===== src/rtl/imem_arbiter.sv =====
// imem_arbiter: round-robin instruction-fetch arbiter sharing one RAM read port
// between CPUS requesters. Data-side traffic (dbusy) holds priority over new
// fetch grants; a fetch already in flight is allowed to finish.
//
// Optional feature: define IARB_LINEBUF_EN to compile in a one-entry
// last-word buffer that answers repeat fetches in IDLE without a RAM access.
// dwrite invalidates that buffer; without the macro dwrite has no effect.
//
// Handshake: a requester raises iREN[i] with iaddr[i] and holds both until the
// single cycle in which iwait[i] is low; in that cycle iload[i] carries the
// word. On the RAM side ramREN/ramaddr are held for the whole fetch and
// ramready marks the one cycle in which ramload is valid. Dropping iREN[i]
// before that cycle abandons the request.
module imem_arbiter #(
    parameter int CPUS   = 2,
    parameter int ADDR_W = 32
) (
    input  logic                          CLK,
    input  logic                          nRST,
    input  logic [CPUS-1:0]               iREN,
    input  logic [CPUS-1:0][ADDR_W-1:0]   iaddr,
    output logic [CPUS-1:0]               iwait,
    output logic [CPUS-1:0][31:0]         iload,
    input  logic                          dbusy,
    input  logic                          dwrite,
    output logic                          ramREN,
    output logic [ADDR_W-1:0]             ramaddr,
    input  logic [31:0]                   ramload,
    input  logic                          ramready,
    output logic                          dbg_state
);

    localparam int IDX_W = (CPUS > 1) ? $clog2(CPUS) : 1;

    typedef enum logic {
        IDLE  = 1'b0,
        FETCH = 1'b1
    } state_t;

    state_t                state_q, state_d;
    logic [IDX_W-1:0]      ptr_q,   ptr_d;
    logic [IDX_W-1:0]      grant_q, grant_d;
    logic [ADDR_W-1:0]     addr_q,  addr_d;

    // Round-robin pick results for plain requests and for buffer hits
    logic                  req_found;
    logic [IDX_W-1:0]      req_idx;
    logic                  hit_found;
    logic [IDX_W-1:0]      hit_idx;
    logic [31:0]           hit_data;
    logic [CPUS-1:0]       hit_req;

    // Successor index, wrapping at CPUS
    function automatic logic [IDX_W-1:0] next_idx(input logic [IDX_W-1:0] idx);
        int n;
        n = (int'(idx) + 1) % CPUS;
        return IDX_W'(n);
    endfunction

    // First set bit of req searching upward from ptr; MSB of result is "found"
    function automatic logic [IDX_W:0] rr_pick(input logic [CPUS-1:0] req,
                                               input logic [IDX_W-1:0] ptr);
        logic [IDX_W:0]   res;
        logic [IDX_W-1:0] cidx;
        int               cand;
        res = '0;
        // Walk from the farthest candidate back so the nearest one wins
        for (int i = CPUS - 1; i >= 0; i--) begin
            cand = (int'(ptr) + i) % CPUS;
            cidx = IDX_W'(cand);
            if (req[cidx]) begin
                res = {1'b1, cidx};
            end
        end
        return res;
    endfunction

    assign dbg_state = state_q;

`ifdef IARB_LINEBUF_EN
    logic              buf_valid_q, buf_valid_d;
    logic [ADDR_W-1:0] buf_addr_q,  buf_addr_d;
    logic [31:0]       buf_data_q,  buf_data_d;

    // Requesters whose address matches the valid buffered word
    always_comb begin
        hit_req = '0;
        for (int c = 0; c < CPUS; c++) begin
            hit_req[c] = iREN[c] && buf_valid_q && (iaddr[c] == buf_addr_q);
        end
        {hit_found, hit_idx} = rr_pick(hit_req, ptr_q);
        hit_data = buf_data_q;
    end

    // Buffer registers; reset only needs to clear valid but all are cleared
    always_ff @(posedge CLK or negedge nRST) begin
        if (!nRST) begin
            buf_valid_q <= 1'b0;
            buf_addr_q  <= '0;
            buf_data_q  <= '0;
        end else begin
            buf_valid_q <= buf_valid_d;
            buf_addr_q  <= buf_addr_d;
            buf_data_q  <= buf_data_d;
        end
    end
`else
    logic unused_dwrite;

    // No buffer: never a hit, and stores have nothing to invalidate
    always_comb begin
        hit_req   = '0;
        hit_found = 1'b0;
        hit_idx   = '0;
        hit_data  = '0;
    end

    assign unused_dwrite = dwrite;
`endif

    // Round-robin candidate among all active fetch requests
    always_comb begin
        {req_found, req_idx} = rr_pick(iREN, ptr_q);
    end

    // Next-state and output logic for the IDLE/FETCH controller
    always_comb begin
        state_d = state_q;
        ptr_d   = ptr_q;
        grant_d = grant_q;
        addr_d  = addr_q;
        iwait   = '1;
        iload   = '0;
        ramREN  = 1'b0;
        ramaddr = '0;
`ifdef IARB_LINEBUF_EN
        buf_valid_d = buf_valid_q;
        buf_addr_d  = buf_addr_q;
        buf_data_d  = buf_data_q;
`endif

        case (state_q)
            IDLE: begin
                if (hit_found) begin
                    // Buffer hit is answered this cycle, even under dbusy
                    iwait[hit_idx] = 1'b0;
                    iload[hit_idx] = hit_data;
                    ptr_d          = next_idx(hit_idx);
                end else if (!dbusy && req_found) begin
                    grant_d = req_idx;
                    addr_d  = iaddr[req_idx];
                    state_d = FETCH;
                end
            end
            FETCH: begin
                if (!iREN[grant_q]) begin
                    // Requester gave up: abandon without touching the pointer
                    state_d = IDLE;
                end else begin
                    ramREN  = 1'b1;
                    ramaddr = addr_q;
                    if (ramready) begin
                        iwait[grant_q] = 1'b0;
                        iload[grant_q] = ramload;
                        ptr_d          = next_idx(grant_q);
                        state_d        = IDLE;
`ifdef IARB_LINEBUF_EN
                        buf_valid_d = 1'b1;
                        buf_addr_d  = addr_q;
                        buf_data_d  = ramload;
`endif
                    end
                end
            end
            default: begin
                state_d = IDLE;
            end
        endcase

`ifdef IARB_LINEBUF_EN
        // A committed store may alias the buffered word; it wins over a load
        if (dwrite) begin
            buf_valid_d = 1'b0;
        end
`endif
    end

    // Controller state, pointer, grant and latched fetch address
    always_ff @(posedge CLK or negedge nRST) begin
        if (!nRST) begin
            state_q <= IDLE;
            ptr_q   <= '0;
            grant_q <= '0;
            addr_q  <= '0;
        end else begin
            state_q <= state_d;
            ptr_q   <= ptr_d;
            grant_q <= grant_d;
            addr_q  <= addr_d;
        end
    end

endmodule


===== config.mk =====
export PLATFORM = sky130hd
export DESIGN_NAME = imem_arbiter
export DESIGN_NICKNAME = d
export VERILOG_FILES = /design/src/rtl/imem_arbiter.sv
export SDC_FILE = /design/constraint.sdc
export NUM_CORES = 1
export LEC_CHECK = 0
export CORE_MARGIN = 1
export CORE_UTILIZATION = 31
export CTS_CLUSTER_SIZE = 25
export DETAILED_ROUTE_END_ITERATION = 8
export GPL_TIMING_DRIVEN = 0
export PLACE_DENSITY = 0.78
export SLEW_MARGIN = 20
export SYNTH_ARGS = -nofsm -noshare
export SYNTH_HDL_FRONTEND = slang
export SYNTH_SLANG_ARGS = --single-unit

===== constraint.sdc =====
create_clock -name CLK -period 1.4 [get_ports CLK]
set_input_delay 0.14 -clock CLK [delete_from_list [all_inputs] [get_ports CLK]]
set_output_delay 0.14 -clock CLK [all_outputs]
set_load 0.005 [all_outputs]

### Yosys cells after proc, flatten, opt, wreduce, memory -nomap -nowiden

Index checks and enable logic that the tools add are counted.
Widths: inputs -> output; s select.

| word-level totals | value |
|---|---|
| flip-flop bits (word level) | 35 |
| input bits | 103 |
| logic and storage cells | 52 |

| cells by class | value |
|---|---|
| muxes and demuxes | 31 |
| equality and inequality tests | 2 |
| reduce and logical (&&, ||, !) cells | 5 |
| bitwise logic cells | 3 |
| $add $sub $neg | 2 |
| $lt $le $gt $ge | 5 |

Operator list:

| cell | count |
|---|---|
| $mux 32 | 5 |
| $mux 64 | 2 |
| $pmux 64 s2 | 1 |
| $and 64x64->64 | 1 |
| $demux 32 s1 | 1 |
| $mux 1 | 15 |
| $lt 1x2->1 const B | 4 |
| $mux 2 | 4 |
| $pmux 2 s2 | 1 |
| $reduce_and 3->1 | 1 |
| $add 1x1->1 const B | 2 |
| $logic_and 1x1->1 | 2 |
| $ne 2x1->1 const B | 1 |
| $ne 2x2->1 const B | 1 |
| $not 2->2 | 1 |
| $pmux 1 s2 | 1 |
| $reduce_and 2->1 | 1 |
| $demux 1 s1 | 1 |
| $ge 1x1->1 const B | 1 |
| $logic_not 1->1 | 1 |
| $not 1->1 | 1 |

### Depth between registers and ports, before layout

Gate-level depths: netlist of run 1.

| depth | value |
|---|---|
| word-level depth | 8 |
| mapped depth | 7 |
| gate-level depth less buffers | 3 |

### Least setup slack after synthesis of run 1

Ideal clock, no wire load.

| timing path | value |
|---|---|
| kind | register to register |
| from | register state_q (netlist: dbg_state) |
| to | register addr_q[0] |
| buffers on the path | 2 |
| library setup time | 132 ps |
| cell stages (with the launch flop) | 6 |
| setup slack | 61 ps |
| period minus slack after synthesis | 1339 ps |
| arrival time | 1207 ps |
| path through | dfrtp_1 > nor2_1 > and2_4 > buf_6 > buf_6 > a31oi_2 |

| between the ends | value |
|---|---|
| word-level cells in the longest chain between the ends | 2 |

RTL lines:

| element | RTL line | source |
|---|---|---|
| start, declared | 40 | `state_t state_q, state_d;` |
| start signal, assigned | 196 | `state_q <= state_d;` |
| $not 1->1 (no source line) | -- |  |
| $reduce_and 2->1 (no source line) | -- |  |
| end signal, assigned | 199 | `addr_q <= addr_d;` |
| end, declared | 43 | `logic [ADDR_W-1:0] addr_q, addr_d;` |

Every way passes these cells.
A chain may end at the register's enable or synchronous reset.

==> flow_summary.json, run 1 <==
{
  "outcome": "finished, violations left",
  "violations": "negative setup slack",
  "die-width_um": 94.0,
  "static-leakage-power_nw": 2.51,
  "numClockSinks": 35,
  "final_nets": 667,
  "place_congestion": 0.760,
  "startpoint": "grant_q",
  "yosysMostFrequentCell": "and2_1",
  "worstSetupPathType": "reg2out",
  "cts_tree": "done",
  "maxCapViolations": 0,
  "dieArea_um2": 8840,
  "area_growth_pct": 120,
  "start_util": 0.320,
  "final-seq-area_um2": 878,
  "crit_required_ps": 1260,
  "endpoint_kind": "output port",
  "synth_common_cells": "96 x and2_1, 35 x dfrtp_1, 35 x nand3_1",
  "post_drt_wl_per_cell_um": 17.1,
  "via_per_inst": 5.03,
  "cpMaxStageDelayCell": "dfrtp_2",
  "grt_overflow": 0,
  "whs_path_depth": 3,
  "ys_warn_count": 0,
  "ff2ff_path_depth": 6,
  "multi_input_area_um2": 1800,
  "r2r-end": "addr_q[3]",
  "netlist_area_um2": 2630,
  "die_h_um": 94.0,
  "yosysTopAreaCellShare": 0.333,
  "clock_latency_ps": 290,
  "holdCritPathClass": "in2reg",
  "rows": 33,
  "powerDensity_nw_per_um2": 727,
  "syn_area_per_cell_um2": 8.34,
  "synth_fp_nets": 418,
  "vdd_drop_max_uv": 433,
  "grt_setup_unrepaired": "yes",
  "drive_above_1_share": 0.527,
  "slew_viol_final": 0,
  "hold_path_end": "addr_q[12]",
  "finalHoldViolations": 0,
  "num_vias": 3373,
  "setup.worst_path.start_class": "register",
  "timing.hold.ws_ps": 142,
  "cp.buffers_inverters": 5,
  "numCtsBuffers": 5,
  "crit_fanout": 7,
  "grt_start_max_net_pins": 22,
  "cp.arrival_ps": 1600,
  "dpl.hpwl_um": 7860,
  "clockRootBuffer": "clkbuf_8",
  "critPathTopFamily": "buffers and inverters",
  "grt_first_pass_wirelength_um": 16800,
  "clk_pin_slew_ps": 80,
  "async_reset_ff_frac": 1.00,
  "antenna_found_initial": 1,
  "initialDrtViolationCount": 100,
  "worst_slack_ps": -336,
  "synth_area_leaders": "dfrtp_1 33%, and2_1 23%, a31oi_2 14%, nand3_1 6.7%, a21oi_1 6.5%",
  "synthesis.instances": 315,
  "fin_crit_sh": 1.24,
  "ys_seq_elements": 35,
  "fmax_ghz": 0.576,
  "min_period_ps": 1740,
  "yosysUniqueCellTypes": 19,
  "grtUsageTotal": 0.248,
  "min-delay-start": "iREN[1]",
  "slew-limit-headroom": 0.696,
  "port_buffers": 200,
  "yosysTopAreaCell": "dfrtp_1",
  "core_region_area_um2": 8220,
  "reg2reg_from": "dbg_state",
  "grt_pass1_vias": 3458,
  "ys.flop_type": "dfrtp_1",
  "postRouteAntennaNets": 0,
  "setup_tns_ps": -26020,
  "finClkSkew_ps": 5.94,
  "fillers": 629,
  "clockBufferDepth": 2,
  "dp_slack_ps": -1050,
  "synth_edf_count": 0,
  "firstDrtPassIters": 4,
  "drc_errors": 0,
  "setup_viol": 99,
  "htreeDepth": 2,
  "worst_path_largest_cell_delay_ps": 440,
  "pin_count": 203,
  "worst_slew_pin_slew_ps": 456,
  "wl_um": 11500,
  "path_cells": "buf_4 -> nor2_4 -> buf_12 -> buf_6 -> clkbuf_8 -> and2_4 -> buf_2",
  "yosysSeqAreaShare": 0.333,
  "reg2reg_slack_ps": 50
}
## timing repair
action	4_1_cts	5_1_grt
buffers inserted	25	9
resized for setup	603	68
endpoints found under the setup margin	133	127
endpoints found under the hold margin	14	0
gates cloned	10	0
hold buffers	1	0
pin swaps	90	5
## worst min-delay path, cell delays in order
cell and delay [ps]:
buf_6 120, nand3_1 60, a31oi_1 70
## routing by layer
metal,wire length [um],vias up,track usage
li1,-,1583,-
met1,4210,1615,0.272
met2,6090,152,0.455
met3,892,23,0.0639
met4,299,0,0.0897
met5,0,-,0
## sequential cells by signal (all words and copies together), names as in the netlist
name       flops
ptr_q          1
dbg_state      1
grant_q        1
addr_q        32
## cells in the final DEF (no fill, tap or decap), drive strengths merged, types with 6 or more instances in the layout
cell / count
a21oi: 34
a31oi: 32
and2: 97
buf: 156
clkbuf: 26
clkdlybuf4s50: 98
dfrtp: 35
inv: 6
nand3: 35
o21ai: 33
## layout make-up
cell class	instances	area share
Antenna cell	1	0.000434
Buffer	31	0.0510
Clock buffer	7	0.0132
Clock inverter	1	0.000868
Inverter	6	0.00391
Multi-Input combinational cell	240	0.312
Sequential cell	35	0.152
Tap cell	105	0.0228
Timing Repair Buffer	245	0.443
## worst max-delay path by stage
stage                        to  cells after the start
floorplan             addr_q[0]                      5
global placement      iload[15]                      6
detailed placement    iload[15]                      6
CTS                 ramaddr[29]                      6
global route           iload[3]                      7
finish                iload[26]                      7
## through the flow
step,instances,utilization,instance area (um^2),power (mW)
finish,671,0.702,5770,4.19
global route,671,0.702,5770,4.44
CTS,663,0.669,5500,4.05
detailed placement,621,0.582,4780,3.00
global placement,620,0.579,4760,2.94
floorplan,315,-,2630,2.17
## cell families after synthesis
family,count (synthesis),share of synthesized area
multiplexers,1,0.00381
AO/OA/AOI/OAI,100,0.278
AND/OR/NAND/NOR,139,0.313
buffers and inverters,40,0.0719
flip-flops,35,0.333
## power by group
part | total [mW] | switching [mW] | internal (mW)
sequential | 1.41 | 0.151 | 1.26
combinational | 2.06 | 0.839 | 1.22
clock | 0.728 | 0.378 | 0.350
Power figures use the tool's default switching activity.
==> run 2, diff against run 1 <==
Settings changed: ABC_AREA from default to 1, CORE_UTILIZATION 31 to 35, PLACE_DENSITY 0.78 to 0.85.
==> run 2 against run 1 <==
Compared with the run above:
- routed wire length is 14% higher
- largest power group unchanged
- clock skew up 2.0 ps
- die area rose by 17%
- the flow still finishes with violations (negative setup slack)
- sequential power about the same
==> flow_summary.json, run 2 <==
{
  "outcome": "finished, violations left",
  "violations": "negative setup slack",
  "start_util": 0.359,
  "worst_slack_ps": -340,
  "reg2reg_slack_ps": 120,
  "static-leakage-power_nw": 3.05,
  "fmax_ghz": 0.575,
  "yosysSeqAreaShare": 0.252,
  "ys_seq_elements": 35,
  "dp_slack_ps": -657,
  "ff2ff_path_depth": 8,
  "grt_overflow": 0,
  "cts_tree": "done",
  "synth_area_leaders": "dfrtp_1 25%, nand3_1 19%, nor3_2 17%, nand2_1 11%, inv_1 11%",
  "worst_path_largest_cell_delay_ps": 370,
  "yosysTopAreaCellShare": 0.252,
  "drt-met1-wl_um": 4690,
  "path_depth": 9,
  "port_buffers": 199,
  "crit_path_end": "ramaddr[24]",
  "crit_required_ps": 1260,
  "setup.worst_path.start_class": "register",
  "htreeDepth": 2,
  "grt_first_pass_wirelength_um": 19900,
  "initialDrtViolationCount": 121,
  "finClkSkew_ps": 7.93,
  "worst_slew_pin_slew_ps": 605,
  "synth_edf_count": 0,
  "critPathTopFamily": "buffers and inverters",
  "dr_wl_met2_um": 6740,
  "antenna_found_initial": 0,
  "yosysMostFrequentCell": "nand3_1",
  "reg2reg_from": "grant_q",
  "grt_start_max_net_pins": 34,
  "maxCapViolations": 0,
  "regMostFlops": "addr_q",
  "diodes": 0,
  "cpMostUsedCell": "nand2_8",
  "clock_latency_ps": 290,
  "yosysTopAreaCell": "dfrtp_1",
  "min_period_ps": 1740,
  "top_layer": "met4",
  "pin_count": 203,
  "r2r-end": "ptr_q",
  "dpl.hpwl_um": 9510,
  "postRouteAntennaNets": 0,
  "via_per_inst": 4.92,
  "ys.flop_type": "dfrtp_1",
  "wl_met3_um": 1210,
  "rows": 36,
  "post_drt_wl_per_cell_um": 14.8,
  "cpMaxStageDelayCell": "dfrtp_1",
  "largest_reg_flops": 32,
  "numCtsBuffers": 5,
  "synthesis.instances": 522,
  "final_nets": 852,
  "drive_above_1_share": 0.387,
  "core_region_area_um2": 9680,
  "place_congestion": 0.888,
  "fin_crit_sh": 1.24,
  "die_h_um": 102,
  "cp.buffers_inverters": 5,
  "drc_errors": 0,
  "netlist_area_um2": 3480,
  "worstSetupPathType": "reg2out",
  "layout_common_cells": "113 x nand3_1, 105 x buf_2, 99 x nand2_1",
  "final_common_cell": "nand3_1",
  "grt_pass1_vias": 4205,
  "dieArea_um2": 10300,
  "slew-limit-headroom": 0.596,
  "firstDrtPassIters": 6,
  "vdd_drop_max_uv": 630,
  "slew_viol_final": 0,
  "crit_fanout": 7,
  "grt_setup_unrepaired": "yes",
  "path_cells": "buf_6 -> inv_8 -> nand2_8 -> nand2_8 -> nand2_8 -> buf_8 -> buf_12 -> nor2_4 -> buf_2",
  "holdCritPathClass": "in2async",
  "syn_area_per_cell_um2": 6.66,
  "numClockSinks": 35,
  "die-width_um": 102,
  "area_growth_pct": 74.8,
  "total_power_mw": 5.49,
  "grtUsageTotal": 0.245,
  "startpoint": "grant_q",
  "clockBufferDepth": 2,
  "setup_tns_ps": -24750,
  "cp.arrival_ps": 1600,
  "setup_viol": 99,
  "ys_warn_count": 0,
  "num_vias": 4343,
  "clk_pin_slew_ps": 70,
  "powerDensity_nw_per_um2": 904,
  "synth_common_cells": "130 x nand3_1, 100 x nand2_1, 99 x inv_1",
  "endpoint_kind": "output port",
  "wl_um": 13100,
  "yosysUniqueCellTypes": 20,
  "clockRootBuffer": "clkbuf_8",
  "finalHoldViolations": 0,
  "fillers": 828,
  "synth_fp_nets": 625,
  "async_reset_ff_frac": 1.00
}
run 2: changes by cell type after synthesis, moves of 10 or more:
cell / before / now
a31oi_2: 30 / 0
a21oi_1: 34 / 0
o21ai_0: 32 / 2
buf_6: 5 / 15
and2_1: 96 / 0
clkbuf_1: 28 / 7
nand3_1: 35 / 130
buf_2: 1 / 14
buf_4: 0 / 10
nor3_2: 0 / 60
nor2_1: 3 / 32
inv_1: 6 / 99
nand2_1: 0 / 100
run 2: worst min path at each step:
stage | slack (ps) | to | startpoint
6_report | 190 | addr_q[16] | nRST
5_1_grt | 200 | addr_q[5] | nRST
4_1_cts | 180 | addr_q[5] | nRST
3_5_place_dp | -40 | addr_q[16] | nRST
3_3_place_gp | 450 | ptr_q | ptr_q
2_1_floorplan | -160 | addr_q[0] | nRST
run 2: layout make-up:
type,instances,area [um^2],share of cell area
multi-input combinational,337,2270,0.374
timing repair buffer,221,1820,0.300
sequential,35,877,0.144
buffer,46,435,0.0716
inverter,103,407,0.0669
tap,133,166,0.0274
clock buffer,7,86.3,0.0142
clock inverter,1,8.76,0.00144
run 2: worst register-to-register path, delay by kind of cell, from the launching register on:
| kind | cells | cell delay (ps) |
|---|---|---|
| buf+inv | 4 | 510 |
| flops | 1 | 370 |
| simple gates | 4 | 340 |
run 2: repair_timing:
| action | in CTS | in global routing |
|---|---|---|
| endpoints found under the hold margin | 35 | 0 |
| hold buffers | 1 | 0 |
| pin swaps | 11 | 10 |
| resized for setup | 488 | 48 |
| buffers inserted | 15 | 2 |
| cloned | 2 | 2 |
| setup endpoints to repair | 108 | 103 |
run 2: metal layers:
metal | GRT usage | vias to the layer above
met1 | 0.253 | 2017
met4 | 0.103 | 0
li1 | - | 2080
met3 | 0.0621 | 33
met2 | 0.466 | 213
met5 | 0 | -
run 2: report_power, final:
group	switching (mW)	internal [mW]
sequential	0.152	1.28
combinational	1.84	1.44
clock	0.377	0.403
total	2.37	3.13
run 2: cell families after synthesis:
family / count (synthesis) / share of synthesized area
flops: 35 / 0.252
compound gates: 2 / 0.00288
buf+inv: 150 / 0.212
simple gates: 335 / 0.533
run 2: stage by stage:
step | util | hold slack, ps | instances | cell area [um^2]
final | 0.628 | 187 | 883 | 6080
after CTS | 0.599 | 182 | 880 | 5800
after floorplan | - | -156 | 522 | 3480
after detailed placement | 0.583 | -39.7 | 855 | 5650
after global placement | 0.582 | 454 | 854 | 5630
after global routing | 0.628 | 201 | 883 | 6080
